--- config.mk ---
export PLATFORM = sky130hd
export DESIGN_NAME = dac_config_sequencer_flat
export DESIGN_NICKNAME = d
export VERILOG_FILES = /design/src/rtl/dac_config_sequencer_if.sv /design/src/rtl/dac_config_sequencer.sv /design/src/flat_wrapper.sv
export SDC_FILE = /design/constraint.sdc
export NUM_CORES = 1
export LEC_CHECK = 0
export ABC_AREA = 0
export ABC_CLOCK_PERIOD_IN_PS = 5500
export BUFFER_PORTS_ARGS = -buffer_cell sky130_fd_sc_hd__buf_4
export CORE_UTILIZATION = 45
export DETAILED_ROUTE_END_ITERATION = 12
export HOLD_SLACK_MARGIN = 0.12
export PLACE_DENSITY = 0.68
export SYNTH_ARGS = -nofsm -noshare
export SYNTH_HDL_FRONTEND = slang
export SYNTH_SLANG_ARGS = --single-unit
--- constraint.sdc ---
create_clock -name clk -period 5.5 [get_ports clk]
set_input_delay 0.825 -clock clk [delete_from_list [all_inputs] [get_ports clk]]
set_output_delay 0.825 -clock clk [all_outputs]
set_load 0.03 [all_outputs]
--- src/rtl/dac_config_sequencer_if.sv ---
// Command and dac_driver-side bundle of the DAC configuration sequencer.
// The host/register bank uses the master modport; the sequencer uses the slave modport.
interface dac_config_sequencer_if #(
  parameter int FIELD_W = 256,
  parameter int GPIO_W  = 16
);
  logic               cmd_valid;
  logic               cmd_ready;
  logic [2:0]         cmd_field;
  logic [FIELD_W-1:0] cmd_data;
  logic [GPIO_W-1:0]  gpio_ctrl;
  logic               select_out;
  logic               busy;
  logic               done;
  logic               err;

  modport master (
    output cmd_valid, cmd_field, cmd_data,
    input  cmd_ready, gpio_ctrl, select_out, busy, done, err
  );

  modport slave (
    input  cmd_valid, cmd_field, cmd_data,
    output cmd_ready, gpio_ctrl, select_out, busy, done, err
  );
endinterface

--- src/rtl/dac_config_sequencer.sv ---
// Serial configuration master for dac_driver: shifts one command's value out on
// gpio_ctrl sdata while pulsing the target field's serial clock with fixed timing.
module dac_config_sequencer #(
  parameter int FIELD_W                  = 256,
  parameter int SCALAR_PULSES            = 8,
  parameter int SETUP_CYC                = 2,
  parameter int HIGH_CYC                 = 2,
  parameter int HOLD_CYC                 = 2,
  parameter int GPIO_W                   = 16,
  parameter int SDATA_BIT                = 0,
  parameter int CYCLE_COUNT_CLK_BIT      = 1,
  parameter int MASK_CLK_BIT             = 2,
  parameter int PRE_DELAY_CYCLE_CLK_BIT  = 3,
  parameter int POST_DELAY_CYCLE_CLK_BIT = 4,
  parameter int LOCKING_WAVEFORM_CLK_BIT = 5,
  parameter int MUX_SET_CLK_BIT          = 6,
  parameter int MASK_ENABLE_CLK_BIT      = 7
) (
  input logic clk,
  input logic rst,
  dac_config_sequencer_if.slave bus
);

  localparam logic [2:0] ST_IDLE  = 3'd0;
  localparam logic [2:0] ST_SETUP = 3'd1;
  localparam logic [2:0] ST_HIGH  = 3'd2;
  localparam logic [2:0] ST_HOLD  = 3'd3;
  localparam logic [2:0] ST_DONE  = 3'd4;

  localparam int PH_MAX_SH = (SETUP_CYC > HIGH_CYC) ? SETUP_CYC : HIGH_CYC;
  localparam int PH_MAX    = (PH_MAX_SH > HOLD_CYC) ? PH_MAX_SH : HOLD_CYC;
  localparam int PH_W      = (PH_MAX > 1) ? $clog2(PH_MAX) : 1;

  localparam logic [PH_W-1:0] SETUP_LAST = PH_W'(SETUP_CYC - 1);
  localparam logic [PH_W-1:0] HIGH_LAST  = PH_W'(HIGH_CYC - 1);
  localparam logic [PH_W-1:0] HOLD_LAST  = PH_W'(HOLD_CYC - 1);
  localparam logic [8:0]      WIDE_LAST   = 9'(FIELD_W - 1);
  localparam logic [8:0]      SCALAR_LAST = 9'(SCALAR_PULSES - 1);

  logic [2:0]         state_q, state_d;
  logic [PH_W-1:0]    phase_q, phase_d;
  logic [8:0]         bit_q, bit_d;
  logic [2:0]         field_q, field_d;
  logic [FIELD_W-1:0] data_q, data_d;
  logic               clk_on_q, clk_on_d;
  logic               ready_q, ready_d;
  logic               select_q, select_d;
  logic               busy_q, busy_d;
  logic               done_q, done_d;
  logic               err_q, err_d;
  logic [GPIO_W-1:0]  gpio_q, gpio_d;

  logic               is_wide;
  logic [8:0]         last_bit;
  logic [GPIO_W-1:0]  clk_mask;

  assign is_wide  = (field_q < 3'd5);
  assign last_bit = is_wide ? WIDE_LAST : SCALAR_LAST;

  always_comb begin
    state_d  = state_q;
    phase_d  = phase_q;
    bit_d    = bit_q;
    field_d  = field_q;
    data_d   = data_q;
    clk_on_d = clk_on_q;
    ready_d  = ready_q;
    select_d = select_q;
    busy_d   = busy_q;
    done_d   = 1'b0;
    err_d    = 1'b0;

    case (state_q)
      ST_IDLE: begin
        if (bus.cmd_valid && ready_q) begin
          if (bus.cmd_field == 3'd7) begin
            err_d = 1'b1;
          end else begin
            state_d  = ST_SETUP;
            phase_d  = '0;
            bit_d    = '0;
            field_d  = bus.cmd_field;
            data_d   = bus.cmd_data;
            clk_on_d = 1'b0;
            ready_d  = 1'b0;
            select_d = 1'b1;
            busy_d   = 1'b1;
          end
        end
      end
      ST_SETUP: begin
        if (phase_q == SETUP_LAST) begin
          state_d  = ST_HIGH;
          phase_d  = '0;
          clk_on_d = 1'b1;
        end else begin
          phase_d = phase_q + 1'b1;
        end
      end
      ST_HIGH: begin
        if (phase_q == HIGH_LAST) begin
          state_d  = ST_HOLD;
          phase_d  = '0;
          clk_on_d = 1'b0;
        end else begin
          phase_d = phase_q + 1'b1;
        end
      end
      ST_HOLD: begin
        if (phase_q == HOLD_LAST) begin
          if (bit_q == last_bit) begin
            state_d  = ST_DONE;
            select_d = 1'b0;
            busy_d   = 1'b0;
            done_d   = 1'b1;
          end else begin
            state_d = ST_SETUP;
            phase_d = '0;
            bit_d   = bit_q + 9'd1;
            // Scalar fields repeat bit 0 on every pulse, so only wide fields shift.
            if (is_wide) begin
              data_d = data_q >> 1;
            end
          end
        end else begin
          phase_d = phase_q + 1'b1;
        end
      end
      ST_DONE: begin
        state_d = ST_IDLE;
        ready_d = 1'b1;
      end
      default: begin
        state_d  = ST_IDLE;
        clk_on_d = 1'b0;
        ready_d  = 1'b1;
        select_d = 1'b0;
        busy_d   = 1'b0;
      end
    endcase

    clk_mask = '0;
    case (field_d)
      3'd0:    clk_mask[CYCLE_COUNT_CLK_BIT]      = 1'b1;
      3'd1:    clk_mask[MASK_CLK_BIT]             = 1'b1;
      3'd2:    clk_mask[PRE_DELAY_CYCLE_CLK_BIT]  = 1'b1;
      3'd3:    clk_mask[POST_DELAY_CYCLE_CLK_BIT] = 1'b1;
      3'd4:    clk_mask[LOCKING_WAVEFORM_CLK_BIT] = 1'b1;
      3'd5:    clk_mask[MUX_SET_CLK_BIT]          = 1'b1;
      3'd6:    clk_mask[MASK_ENABLE_CLK_BIT]      = 1'b1;
      default: clk_mask = '0;
    endcase

    // sdata follows the low data bit only while a command owns the bus.
    gpio_d            = clk_on_d ? clk_mask : '0;
    gpio_d[SDATA_BIT] = data_d[0] & select_d;
  end

  always_ff @(posedge clk) begin
    if (rst) begin
      state_q  <= ST_IDLE;
      phase_q  <= '0;
      bit_q    <= '0;
      field_q  <= '0;
      data_q   <= '0;
      clk_on_q <= 1'b0;
      ready_q  <= 1'b1;
      select_q <= 1'b0;
      busy_q   <= 1'b0;
      done_q   <= 1'b0;
      err_q    <= 1'b0;
      gpio_q   <= '0;
    end else begin
      state_q  <= state_d;
      phase_q  <= phase_d;
      bit_q    <= bit_d;
      field_q  <= field_d;
      data_q   <= data_d;
      clk_on_q <= clk_on_d;
      ready_q  <= ready_d;
      select_q <= select_d;
      busy_q   <= busy_d;
      done_q   <= done_d;
      err_q    <= err_d;
      gpio_q   <= gpio_d;
    end
  end

  assign bus.cmd_ready  = ready_q;
  assign bus.gpio_ctrl  = gpio_q;
  assign bus.select_out = select_q;
  assign bus.busy       = busy_q;
  assign bus.done       = done_q;
  assign bus.err        = err_q;

endmodule

--- src/flat_wrapper.sv ---
// flat-port wrapper written by rule: the top's interface ports become plain ports
module dac_config_sequencer_flat 
#(
  parameter int FIELD_W                  = 256,
  parameter int SCALAR_PULSES            = 8,
  parameter int SETUP_CYC                = 2,
  parameter int HIGH_CYC                 = 2,
  parameter int HOLD_CYC                 = 2,
  parameter int GPIO_W                   = 16,
  parameter int SDATA_BIT                = 0,
  parameter int CYCLE_COUNT_CLK_BIT      = 1,
  parameter int MASK_CLK_BIT             = 2,
  parameter int PRE_DELAY_CYCLE_CLK_BIT  = 3,
  parameter int POST_DELAY_CYCLE_CLK_BIT = 4,
  parameter int LOCKING_WAVEFORM_CLK_BIT = 5,
  parameter int MUX_SET_CLK_BIT          = 6,
  parameter int MASK_ENABLE_CLK_BIT      = 7
)
  (clk, rst, bus_cmd_valid, bus_cmd_field, bus_cmd_data, bus_cmd_ready, bus_gpio_ctrl, bus_select_out, bus_busy, bus_done, bus_err);
  dac_config_sequencer_if #(.FIELD_W(FIELD_W), .GPIO_W(GPIO_W)) bus_i ();
  input logic clk;
  input logic rst;
  input wire logic [$bits(bus_i.cmd_valid)-1:0] bus_cmd_valid;
  input wire logic [$bits(bus_i.cmd_field)-1:0] bus_cmd_field;
  input wire logic [$bits(bus_i.cmd_data)-1:0] bus_cmd_data;
  output wire logic [$bits(bus_i.cmd_ready)-1:0] bus_cmd_ready;
  output wire logic [$bits(bus_i.gpio_ctrl)-1:0] bus_gpio_ctrl;
  output wire logic [$bits(bus_i.select_out)-1:0] bus_select_out;
  output wire logic [$bits(bus_i.busy)-1:0] bus_busy;
  output wire logic [$bits(bus_i.done)-1:0] bus_done;
  output wire logic [$bits(bus_i.err)-1:0] bus_err;
  assign bus_i.cmd_valid = bus_cmd_valid;
  assign bus_i.cmd_field = bus_cmd_field;
  assign bus_i.cmd_data = bus_cmd_data;
  assign bus_cmd_ready = bus_i.cmd_ready;
  assign bus_gpio_ctrl = bus_i.gpio_ctrl;
  assign bus_select_out = bus_i.select_out;
  assign bus_busy = bus_i.busy;
  assign bus_done = bus_i.done;
  assign bus_err = bus_i.err;
  dac_config_sequencer #(.FIELD_W(FIELD_W), .SCALAR_PULSES(SCALAR_PULSES), .SETUP_CYC(SETUP_CYC), .HIGH_CYC(HIGH_CYC), .HOLD_CYC(HOLD_CYC), .GPIO_W(GPIO_W), .SDATA_BIT(SDATA_BIT), .CYCLE_COUNT_CLK_BIT(CYCLE_COUNT_CLK_BIT), .MASK_CLK_BIT(MASK_CLK_BIT), .PRE_DELAY_CYCLE_CLK_BIT(PRE_DELAY_CYCLE_CLK_BIT), .POST_DELAY_CYCLE_CLK_BIT(POST_DELAY_CYCLE_CLK_BIT), .LOCKING_WAVEFORM_CLK_BIT(LOCKING_WAVEFORM_CLK_BIT), .MUX_SET_CLK_BIT(MUX_SET_CLK_BIT), .MASK_ENABLE_CLK_BIT(MASK_ENABLE_CLK_BIT)) u_core (.clk(clk), .rst(rst), .bus(bus_i));
endmodule
==> flow_summary_export.csv <==
group,metric,value,unit
logic_synthesis,synth_top_area_cell,"dfxtp_1",
timing,finalSetupViolations,0,
logic_synthesis,yosys-top-cells-area,"dfxtp_1, a22oi_1, a21oi_1",
place,io_buffer_count,274,
die,ioPinCount,283,
logic_synthesis,syn-instance-count,1306,
setup_path,critPathArrivalTime,3600,ps
logic_synthesis,async_flop_share,0,%
setup_path,crit_type,"reg2reg",
power_and_ir_drop,p_leak,5.40,nW
global_routing,grt_pass1_wl,47900,um
power_and_ir_drop,power.internal,3.80,mW
power_and_ir_drop,switchingPower,1.34,mW
routing,via_count,10343,
routing,wl_per_cell,16.2,um
timing,hold_viol,0,
finish,nFillCells,2177,
finish,syn_to_final_growth,26.9,%
finish,multi_input_area,4940,sq um
clock_tree,cts_made_buffers,30,
timing,min_period,3150,ps
clock_tree,path_clk_slew,60,ps
routing,vias_per_cell,5.60,
worst_hold_path,hp-class,"reg2reg",
finish,fin_cells,1847,
power_and_ir_drop,comb_power_share,14.8,%
logic_synthesis,yosys_warnings,0,
clock_tree,ctsResizeCount,0,
finish,insertedDiodeCount,0,
finish,final_common_cell,"dfxtp_1",
setup_path,crit_fanout,89,
clock_tree,cts_tree,"done",
place,place_congestion,0.798,
clock_tree,worstSkewPairLatency,540,ps
logic_synthesis,synthDominantCellAreaShare,50.7,%
setup_path,end_kind,"register",
timing,tightest_slew,1110,ps
logic_synthesis,synth_area,11300,sq um
logic_synthesis,yosysSeqAreaShare,50.7,%
global_routing,antenna_found_initial,0,
setup_path,cp-start-kind,"register",
global_routing,grt.total_usage,22.3,%
clock_tree,clockBufferDepth,3,
timing,max_freq,317,MHz
clock_tree,cts-hold-fix-buffers,0,
place,dpl.cell_count,1795,
global_routing,grt_pass1_vias,9522,
routing,drc,0,
finish,final_cell_mix,"dfxtp_1, buf_4, nand2_1, a21oi_1, a22oi_1",
logic_synthesis,synth-edff-count,0,
finish,layout-drive-gt1-share,22.6,%
clock_tree,cts.htree.levels,1,
place,dp_hpwl,18700,um
power_and_ir_drop,vdd_drop_max,209,uV
timing,skew,11.3,ps
logic_synthesis,ys.flop_type,"dfxtp_1",
power_and_ir_drop,fin_total_pwr,5.14,mW
timing,tns,0,ps
global_routing,grt-ovfl-total,0,
finish,seqCellArea,5730,sq um
logic_synthesis,synth.avg_cell_area,8.64,sq um
die,start_util,46.1,%
die,fp.dieW,160,um
flow_run,cap_violations,0,
routing,drtPass1Iterations,8,
finish,final_nets,1766,
clock_tree,clockRootBuffer,"clkbuf_16",
power_and_ir_drop,clkPwrFrac,39.3,%
logic_synthesis,synth-seq-cells,286,
clock_tree,cts.sinks,286,
run_status,status,"finished clean",
routing,ant_nets,0,
die,rows,57,
timing,slew_violations,0,
timing,slew_headroom,25.5,%
routing,drtIter0Drc,1016,
power_and_ir_drop,p_per_area,359,nW/um^2
routing,wl,30000,um
die,die_area,25700,sq um
setup_path,required,5950,ps
power_and_ir_drop,p_seq_share,45.9,%
logic_synthesis,synth_cell_types,46,
power_and_ir_drop,swShare,26.1,%
die,core_area,24500,sq um
die,die_h,160,um
global_routing,grt_start_max_net_pins,139,
clock_tree,post-cts-setup-buffer-count,0,
timing,rsz0062_at_grt,"false",
timing,fin_crit_sh,57.3,%
timing,fin_hold_ws,450,ps
finish,final_util,58.5,%
[critical path, stage by stage, from the launching register on]
cell and delay [ps]:
dfxtp_1 330, ha_1 240, and3b_1 220, a311oi_1 490, and2_4 850, buf_4 560, a22oi_1 160, a21oi_1 190
[path summary, 6_finish.rpt]
kind / endpoint / cells past startpoint / from / slack, ps
hold / removal: u_core.data_q[61] / 2 / u_core.data_q[61] / 450
hold reg to reg: u_core.data_q[61] / 2 / u_core.data_q[61] / 450
setup reg to reg: u_core.data_q[179] / 7 / u_core.bit_q[0] / 2350
setup / recovery: u_core.data_q[179] / 7 / u_core.bit_q[0] / 2350
[per-stage QoR]
step / setup WS [ps] / cell area (sq um)
floorplan: 3430 / 11300
global placement: 2360 / 13300
detailed placement: 2300 / 13300
CTS: 2330 / 14300
global route: 2090 / 14300
finish: 2350 / 14300
[logic make-up after synthesis]
family          after synthesis  synth area share, %
compound gates              552                 30.8
simple gates                331                 12.3
flops                       286                 50.7
buf+inv                     133                 5.88
mux                           2                0.177
fa+ha+maj                     1                0.111
other cells                   1               0.0332
[cell type report]
cell class              count  share of cell area (%)
multi-input cells         894                    34.5
inverters                   2                  0.0524
well taps                 324                    2.83
repair buffers            289                    15.6
flip-flops and latches    286                    40.0
clock inverters             6                   0.428
clock buffers              46                    6.58
[routing by layer]
metal / track usage (%) / share of wire [%]
met5: 0 / 0
met4: 5.37 / 1.5
met3: 5.73 / 7.7
met2: 35.8 / 47
met1: 29.9 / 44
[synth_stat cells (2+ instances only)]
cell,number
clkbuf_1,33
buf_4,9
nand4_1,3
buf_2,86
or4_1,3
and2_1,3
dfxtp_1,286
buf_6,3
and3b_1,2
o31ai_1,4
a221oi_1,3
nor3_1,4
nand2_1,263
o21a_1,3
a31oi_1,5
a21oi_1,262
or3_1,7
and3_1,4
a22oi_1,255
nor2_1,20
or2_2,2
nand3_1,6
inv_1,2
mux2i_1,2
nor3b_1,3
nor2b_1,4
nor3_4,2
o21ai_0,9
[state kept, by name, summed over array words and instances, names as in the netlist]
| register | count |
|---|---|
| u_core.bus.cmd_ready | 1 |
| u_core.bus.done | 1 |
| u_core.bus.gpio_ctrl | 8 |
| u_core.bit_q | 9 |
| u_core.state_q | 3 |
| u_core.phase_q | 1 |
| u_core.bus.select_out | 1 |
| u_core.field_q | 3 |
| u_core.clk_on_q | 1 |
| u_core.bus.busy | 1 |
| u_core.bus.err | 1 |
| u_core.data_q | 256 |
[power by group through the flow]
stage	logic [mW]	registers, mW	clock network [mW]
after floorplan	0.518	2.38	0
after global placement	0.746	2.40	0
after detailed placement	0.760	2.40	0
after CTS	0.763	2.36	2.08
after global routing	0.848	2.38	2.17
final	0.759	2.36	2.02
Note: power is estimated with default switching activity, not from simulation.
